**config.mk**
```make
export PLATFORM = sky130hd
export DESIGN_NAME = irrigation_sequencer
export DESIGN_NICKNAME = d
export VERILOG_FILES = /design/src/rtl/irrigation_pkg.sv /design/src/rtl/tick_debouncer.sv /design/src/rtl/irrigation_sequencer.sv
export SDC_FILE = /design/constraint.sdc
export NUM_CORES = 1
export LEC_CHECK = 0
export BUFFER_PORTS_ARGS = -buffer_cell sky130_fd_sc_hd__buf_4
export CORE_ASPECT_RATIO = 1.4
export CORE_UTILIZATION = 47
export CTS_CLUSTER_DIAMETER = 120
export DETAILED_ROUTE_END_ITERATION = 16
export HOLD_SLACK_MARGIN = 0.1
export SETUP_SLACK_MARGIN = 0.2
export SKIP_LAST_GASP = 1
export SLEW_MARGIN = 20
export SYNTH_ARGS = -nofsm -noshare
export SYNTH_HDL_FRONTEND = slang
export SYNTH_HIERARCHICAL = 1
export SYNTH_SLANG_ARGS = --single-unit
```
**constraint.sdc**
```tcl
create_clock -name clock -period 2.8 [get_ports clock]
set_clock_uncertainty 0.2 [all_clocks]
set_input_delay 0 -clock clock [delete_from_list [all_inputs] [get_ports clock]]
set_output_delay 0 -clock clock [all_outputs]
set_load 0.01 [all_outputs]
```
**src/rtl/irrigation_pkg.sv**
```systemverilog
// Shared state encoding and default timing constants for the irrigation sequencer.
package irrigation_pkg;

  typedef enum logic [1:0] {
    IDLE     = 2'd0,
    RUN      = 2'd1,
    COOLDOWN = 2'd2,
    FAULT    = 2'd3
  } state_e;

  localparam logic [1:0] ST_IDLE     = 2'd0;
  localparam logic [1:0] ST_RUN      = 2'd1;
  localparam logic [1:0] ST_COOLDOWN = 2'd2;
  localparam logic [1:0] ST_FAULT    = 2'd3;

  localparam int DEF_DEBOUNCE_TICKS = 4;
  localparam int DEF_MIN_RUN_TICKS  = 8;
  localparam int DEF_MAX_RUN_TICKS  = 60;
  localparam int DEF_COOLDOWN_TICKS = 16;
  localparam int DEF_CNT_W          = 8;

endpackage

```
**src/rtl/tick_debouncer.sv**
```systemverilog
// Tick-qualified debouncer: the filtered level follows raw only after raw has
// differed from it on DEBOUNCE_TICKS consecutive ticks.
module tick_debouncer #(
  parameter int   DEBOUNCE_TICKS = 4,
  parameter int   CNT_W          = 8,
  parameter logic RESET_VAL      = 1'b0
) (
  input  logic clk,
  input  logic rst_n,
  input  logic tick,
  input  logic clear,
  input  logic raw,
  output logic filtered,
  output logic settle
);

  localparam logic [CNT_W-1:0] LIMIT = CNT_W'(DEBOUNCE_TICKS);

  logic [CNT_W-1:0] cnt;
  logic [CNT_W-1:0] cnt_inc;

  assign cnt_inc = cnt + CNT_W'(1);

  // Pulses on the very tick where filtered is about to flip, so a consumer can
  // act in the same clock as the flip instead of one clock later.
  assign settle = !clear && tick && (raw != filtered) && (cnt_inc == LIMIT);

  always_ff @(posedge clk or negedge rst_n) begin
    if (!rst_n) begin
      cnt      <= '0;
      filtered <= RESET_VAL;
    end else if (clear) begin
      cnt      <= '0;
      filtered <= RESET_VAL;
    end else if (tick) begin
      if (raw == filtered) begin
        cnt <= '0;
      end else if (cnt_inc == LIMIT) begin
        cnt      <= '0;
        filtered <= raw;
      end else begin
        cnt <= cnt_inc;
      end
    end
  end

endmodule

```
**src/rtl/irrigation_sequencer.sv**
```systemverilog
// Registered irrigation controller: debounced soil sensing, bounded run time,
// post-run cooldown and fault lockout driving pump, dripper and refill valve.
module irrigation_sequencer
  import irrigation_pkg::*;
#(
  parameter int DEBOUNCE_TICKS = DEF_DEBOUNCE_TICKS,
  parameter int MIN_RUN_TICKS  = DEF_MIN_RUN_TICKS,
  parameter int MAX_RUN_TICKS  = DEF_MAX_RUN_TICKS,
  parameter int COOLDOWN_TICKS = DEF_COOLDOWN_TICKS,
  parameter int CNT_W          = DEF_CNT_W
) (
  input  logic       clock,
  input  logic       reset_n,
  input  logic       tick,
  input  logic       conflicting_values,
  input  logic       low_water_level,
  input  logic       high_water_level,
  input  logic       earth_humidity,
  input  logic       splinker_mode_on,
  output logic       water_supply_valvule,
  output logic       splinker_bomb,
  output logic       dripper_valvule,
  output logic       alarm,
  output logic       run_timeout,
  output logic [1:0] state_code
);

  if (MAX_RUN_TICKS >= (2 ** CNT_W) || COOLDOWN_TICKS >= (2 ** CNT_W) ||
      DEBOUNCE_TICKS >= (2 ** CNT_W)) begin : g_bad_cnt_w
    $error("CNT_W too narrow for the configured tick limits");
  end

  localparam logic [CNT_W-1:0] MIN_C  = CNT_W'(MIN_RUN_TICKS);
  localparam logic [CNT_W-1:0] MAX_C  = CNT_W'(MAX_RUN_TICKS);
  localparam logic [CNT_W-1:0] COOL_C = CNT_W'(COOLDOWN_TICKS);

  logic [1:0]       state, state_n;
  logic [CNT_W-1:0] cnt, cnt_n, cnt_inc;
  logic             mode, mode_n;
  logic             timeout_n;
  logic             soil_f;
  logic             fault_clear;
  logic             unused_soil_settle;
  logic             unused_clear_level;

  assign cnt_inc    = cnt + CNT_W'(1);
  assign state_code = state;

  tick_debouncer #(
    .DEBOUNCE_TICKS(DEBOUNCE_TICKS),
    .CNT_W         (CNT_W),
    .RESET_VAL     (1'b1)
  ) u_soil_db (
    .clk     (clock),
    .rst_n   (reset_n),
    .tick    (tick),
    .clear   (1'b0),
    .raw     (earth_humidity),
    .filtered(soil_f),
    .settle  (unused_soil_settle)
  );

  // Counts clean ticks only while locked out; any conflict restarts the count.
  tick_debouncer #(
    .DEBOUNCE_TICKS(DEBOUNCE_TICKS),
    .CNT_W         (CNT_W),
    .RESET_VAL     (1'b0)
  ) u_fault_db (
    .clk     (clock),
    .rst_n   (reset_n),
    .tick    (tick),
    .clear   (conflicting_values || (state != ST_FAULT)),
    .raw     (1'b1),
    .filtered(unused_clear_level),
    .settle  (fault_clear)
  );

  always_comb begin
    state_n   = state;
    cnt_n     = cnt;
    mode_n    = mode;
    timeout_n = run_timeout;
    if (conflicting_values) begin
      state_n = ST_FAULT;
      cnt_n   = '0;
    end else begin
      case (state)
        ST_IDLE: begin
          if (tick && !soil_f && low_water_level) begin
            state_n   = ST_RUN;
            cnt_n     = '0;
            mode_n    = splinker_mode_on;
            timeout_n = 1'b0;
          end
        end
        ST_RUN: begin
          if (!low_water_level) begin
            state_n = ST_COOLDOWN;
            cnt_n   = '0;
          end else if (tick) begin
            if (cnt_inc == MAX_C) begin
              state_n   = ST_COOLDOWN;
              cnt_n     = '0;
              timeout_n = 1'b1;
            end else if (cnt_inc >= MIN_C && soil_f) begin
              state_n = ST_COOLDOWN;
              cnt_n   = '0;
            end else begin
              cnt_n = cnt_inc;
            end
          end
        end
        ST_COOLDOWN: begin
          if (tick) begin
            if (cnt_inc == COOL_C) begin
              state_n = ST_IDLE;
              cnt_n   = '0;
            end else begin
              cnt_n = cnt_inc;
            end
          end
        end
        ST_FAULT: begin
          if (fault_clear) begin
            state_n = ST_IDLE;
            cnt_n   = '0;
          end
        end
        default: begin
          state_n = ST_IDLE;
          cnt_n   = '0;
        end
      endcase
    end
  end

  // Outputs are decoded from the next state so they change on the same edge.
  always_ff @(posedge clock or negedge reset_n) begin
    if (!reset_n) begin
      state                <= ST_IDLE;
      cnt                  <= '0;
      mode                 <= 1'b0;
      run_timeout          <= 1'b0;
      splinker_bomb        <= 1'b0;
      dripper_valvule      <= 1'b0;
      alarm                <= 1'b0;
      water_supply_valvule <= 1'b0;
    end else begin
      state                <= state_n;
      cnt                  <= cnt_n;
      mode                 <= mode_n;
      run_timeout          <= timeout_n;
      splinker_bomb        <= (state_n == ST_RUN) && mode_n;
      dripper_valvule      <= (state_n == ST_RUN) && !mode_n;
      alarm                <= (state_n == ST_FAULT);
      water_supply_valvule <= (state_n != ST_FAULT) && !high_water_level;
    end
  end

endmodule

```
Word level (Yosys, flattened, before mapping) --
Cells that the tools add are included.
Storage, ports and cells: latch bits 0, output and inout bits 7, RAM bits 0, input bits 8, register bits 34, memories kept 0, ROM bits 0, word-level logic and storage cells 97
Operators by class: mux-type cells 38, equality and inequality tests 20, reductions and logical operators 20, bitwise logic cells 3, shifts and indexed selects 0, multipliers 0, div/mod/pow operators 0, add/subtract/negate cells 3, order comparisons 1
Operators with widths (number):
- 8-bit 2-to-1 mux | 15
- 8-bit case mux with 4 select lines | 1
- 8-bit by 1-bit adder with 8-bit output (second input constant) | 3
- 2-bit 2-to-1 mux | 9
- 8-bit by 3-bit == test with 1-bit output (second input constant) | 2
- 2-bit inequality test (second input constant) | 6
- 1-bit 2-to-1 mux | 11
- 1-bit logical AND | 9
- 3-bit inequality test (second input constant) | 3
- 8-bit by 5-bit == test with 1-bit output (second input constant) | 1
- 8-bit by 6-bit == test with 1-bit output (second input constant) | 1
- 8-bit by 4-bit greater-or-equal comparator with 1-bit output (second input constant) | 1
- 2-bit case mux with 4 select lines | 1
- 2-bit == test (second input constant) | 3
- 6-bit AND reduction | 1
- 2-bit by 1-bit == test with 1-bit output (second input constant) | 2
- 1-bit logical NOT | 4
- 4-bit inequality test (second input constant) | 1
- 4-bit AND reduction | 1
- 2-bit nonzero test | 2
- 1-bit inverter | 3
- 3-bit AND reduction | 1
- 2-bit logical NOT | 1
- 1-bit case mux with 2 select lines | 1
- 2 further kinds | 2

Longest topological paths before layout --
word-level depth 11, gate-level depth with buffers 11, gate-level depth less buffers 11

Modules after synthesis --
Netlist, hierarchy kept.
Modules (own cells, without submodules):
- irrigation_sequencer | cells an instance 127, area an instance 1154.9 um^2, instances 1, sequential area each 400.4 um^2
- tick_debouncer at u_soil_db | cells an instance 52, area an instance 516.7 um^2, instances 1, sequential area each 226.5 um^2
- tick_debouncer at u_fault_db | cells an instance 54, area an instance 509.2 um^2, instances 1, sequential area each 225.2 um^2

Least setup slack after synthesis --
Ideal clock, no wire load.
path type register to register, start point reg state[1] (netlist: state_code[1]), end point reg, netlist name cnt[3], period minus slack after synthesis 2544 ps, cell stages (with the launch flop) 12, slack 256 ps, required time 2516 ps, arrival time 2260 ps, setup time 84 ps, path buffers 0, path through dfrtp_1 ha_1 nand2_1 nand2b_1 nor2_1 and2_1 nor2b_1 a21oi_1 nand3_1 a2111oi_4 o22ai_1 o21ai_0
RTL lines:
- from (decl) | RTL line irrigation_sequencer.sv:37 | logic [1:0] state, state_n;
- from (signal assigned) | RTL line irrigation_sequencer.sv:149 | state <= state_n;

==> results.json <==
{
  "tns_ns": 0,
  "ff_latch_area_um2": 856,
  "initialDrtViolationCount": 125,
  "gp_congestion": 0.880,
  "leakagePower_nw": 1.09,
  "vdd_drop_max_v": 0.000265,
  "fin_crit_ns": 2.53,
  "cts_tree": "done",
  "critPathTopFamily": "compound AO/OA/AOI/OAI gates",
  "die_area_um2": 4900,
  "fin_area_um2": 2620,
  "ant_nets": 0,
  "grt.overflow.total": 0,
  "drv_cap": 0,
  "clk_latency_ns": 0.28,
  "worstMarginPinSlew_ns": 0.548,
  "required_ns": 2.78,
  "max_clock_freq_ghz": 0.395,
  "die_height_um": 82.5,
  "portBuffers": 14,
  "grt_pass1_vias": 1817,
  "vias": 1878,
  "n_antenna_cell": 0,
  "rows": 28,
  "ys_warn_count": 6,
  "drt-pass1-iter-count": 4,
  "netlist_instances": 232,
  "die_x_um": 59.5,
  "setup_viol": 0,
  "worstPathArrival_ns": 2.51,
  "cts_sinks": 34,
  "finalCritPeriodShare_pct": 90.4,
  "power_density_nw_per_um2": 529,
  "drc": 0,
  "area_delta_synth_final_pct": 20.4,
  "slowest_stage": "dfrtp_1",
  "holdWs_ns": 0.222,
  "antenna_found_initial": 0,
  "htreeDepth": 2,
  "initial_core_util_pct": 50.0,
  "drive_gt1_share_pct": 21.5,
  "path_clk_slew_ns": 0.07,
  "hold_path.class": "in2reg",
  "netlist_area_um2": 2170,
  "drt-total-wl_um": 4810,
  "avgSynthCellArea_um2": 9.37,
  "grt_pass1_wl_um": 8050,
  "maxSlewHeadroom_pct": 63.2,
  "place_hpwl_um": 3300,
  "slew_viol_final": 0,
  "n_fill_cell": 419,
  "grt_max_degree": 34,
  "grt_usage_pct": 22.2,
  "path_max_fanout": 6,
  "cp_slowest_stage_delay_ns": 0.44,
  "viasPerCell": 5.61,
  "cp_cell_sequence": "ha_2 > nand3_1 > a2111oi_4 > o2111ai_1 > a211oi_2 > o2111ai_1 > and2_1",
  "path_buf_inv": 0,
  "rsz0062_at_grt": "yes",
  "fin_nets": 290,
  "cts_root_buffer": "clkbuf_8",
  "dpl_cell_area_um2": 2380,
  "io_pins": 15,
  "path_class": "reg2reg",
  "endpoint_kind": "flip-flop",
  "multiInputGateArea_um2": 1270,
  "hold_viol": 0,
  "worstSetupStartpointType": "flip-flop",
  "cts_max_path_buffers": 2,
  "wl_per_cell_um": 14.3,
  "core_um2": 4340,
  "cts_buffers": 5,
  "critical_path.most_common_cell": "o2111ai_1",
  "status": "completed"
}
[power breakdown]
group	internal (mW)	switching, mW
Clock	0.167	0.175
Combinational	0.216	0.264
Sequential	0.534	0.0275
Total	0.917	0.467
[metrics by stage]
stage	total power [mW]	cells	util [%]	setup WS, ns
after CTS	1.38	335	59.8	0.220
after detailed placement	1.02	316	54.9	0.155
after floorplan	0.841	239	-	0.256
final	1.38	335	60.3	0.268
after global placement	1.02	316	54.9	0.199
after global routing	1.48	335	60.3	0.161
[cell usage in the layout (no fill, tap or decap), drive strengths merged, types with 3 or more instances in the layout]
cell type and count:
clkbuf 5, o22ai 6, inv 12, ha 7, nand3 14, nand2 17, a22o 4, a31oi 3
and4 3, and2 5, a211oi 5, dlygate4sd3 10, and3 4, nor3 7, nor4 4, dfrtp 33
nor2 14, nand4 4, or3 6, a21oi 12, nand2b 8, xor2 3, xnor2 5, o21ai 20
buf 23, conb 9
[layer usage]
metal | share of wire, % | GRT usage, % | up-vias
li1 | - | - | 942
met1 | 44 | 25.9 | 886
met2 | 51 | 39.2 | 38
met3 | 2.9 | 4.21 | 12
met4 | 2.3 | 9.52 | 0
met5 | 0 | 0 | -
[worst register-to-register path: stages (launching register included)]
cell	delay (ns)
dfrtp_1	0.44
ha_2	0.27
nand3_1	0.15
a2111oi_4	0.43
o2111ai_1	0.27
a211oi_2	0.31
o2111ai_1	0.18
and2_1	0.18
[path summary, 6_finish.rpt]
kind,startpoint,to,slack [ns],cells past startpoint
max,cnt[1],alarm,0.27,7
min,high_water_level,water_supply_valvule,0.22,3
max reg2reg,cnt[1],alarm,0.27,7
min reg2reg,mode,mode,0.32,1
max in group asynchronous,reset_n,u_fault_db/cnt[4],1.63,4
min in group asynchronous,reset_n,cnt[4],0.56,4
[registers in the layout, summed over array words and instances, names as in the netlist]
name and flops:
alarm 1, cnt 8, u_fault_db/filtered 1, splinker_bomb 1, u_soil_db/filtered 1, water_supply_valvule 1
dripper_valvule 1, u_soil_db/cnt 8, state_code 2, u_fault_db/cnt 8, mode 1, run_timeout 1
[final cells by class]
type | instances | share of cell area (%)
Clock inverter | 2 | 0.382
Clock buffer | 5 | 2.63
Tap cell | 60 | 2.87
Inverter | 12 | 1.72
Timing Repair Buffer | 33 | 11.0
Sequential cell | 34 | 32.7
Multi-Input combinational cell | 189 | 48.7
[repair_timing]
action                                 CTS  global route
resized for setup                        1             8
buffers inserted                         1             0
endpoints found under the hold margin   60             0
setup endpoints to repair                9            12
hold buffers                            11             0
pin swaps                                1             1
Power figures use the tool's default switching activity.
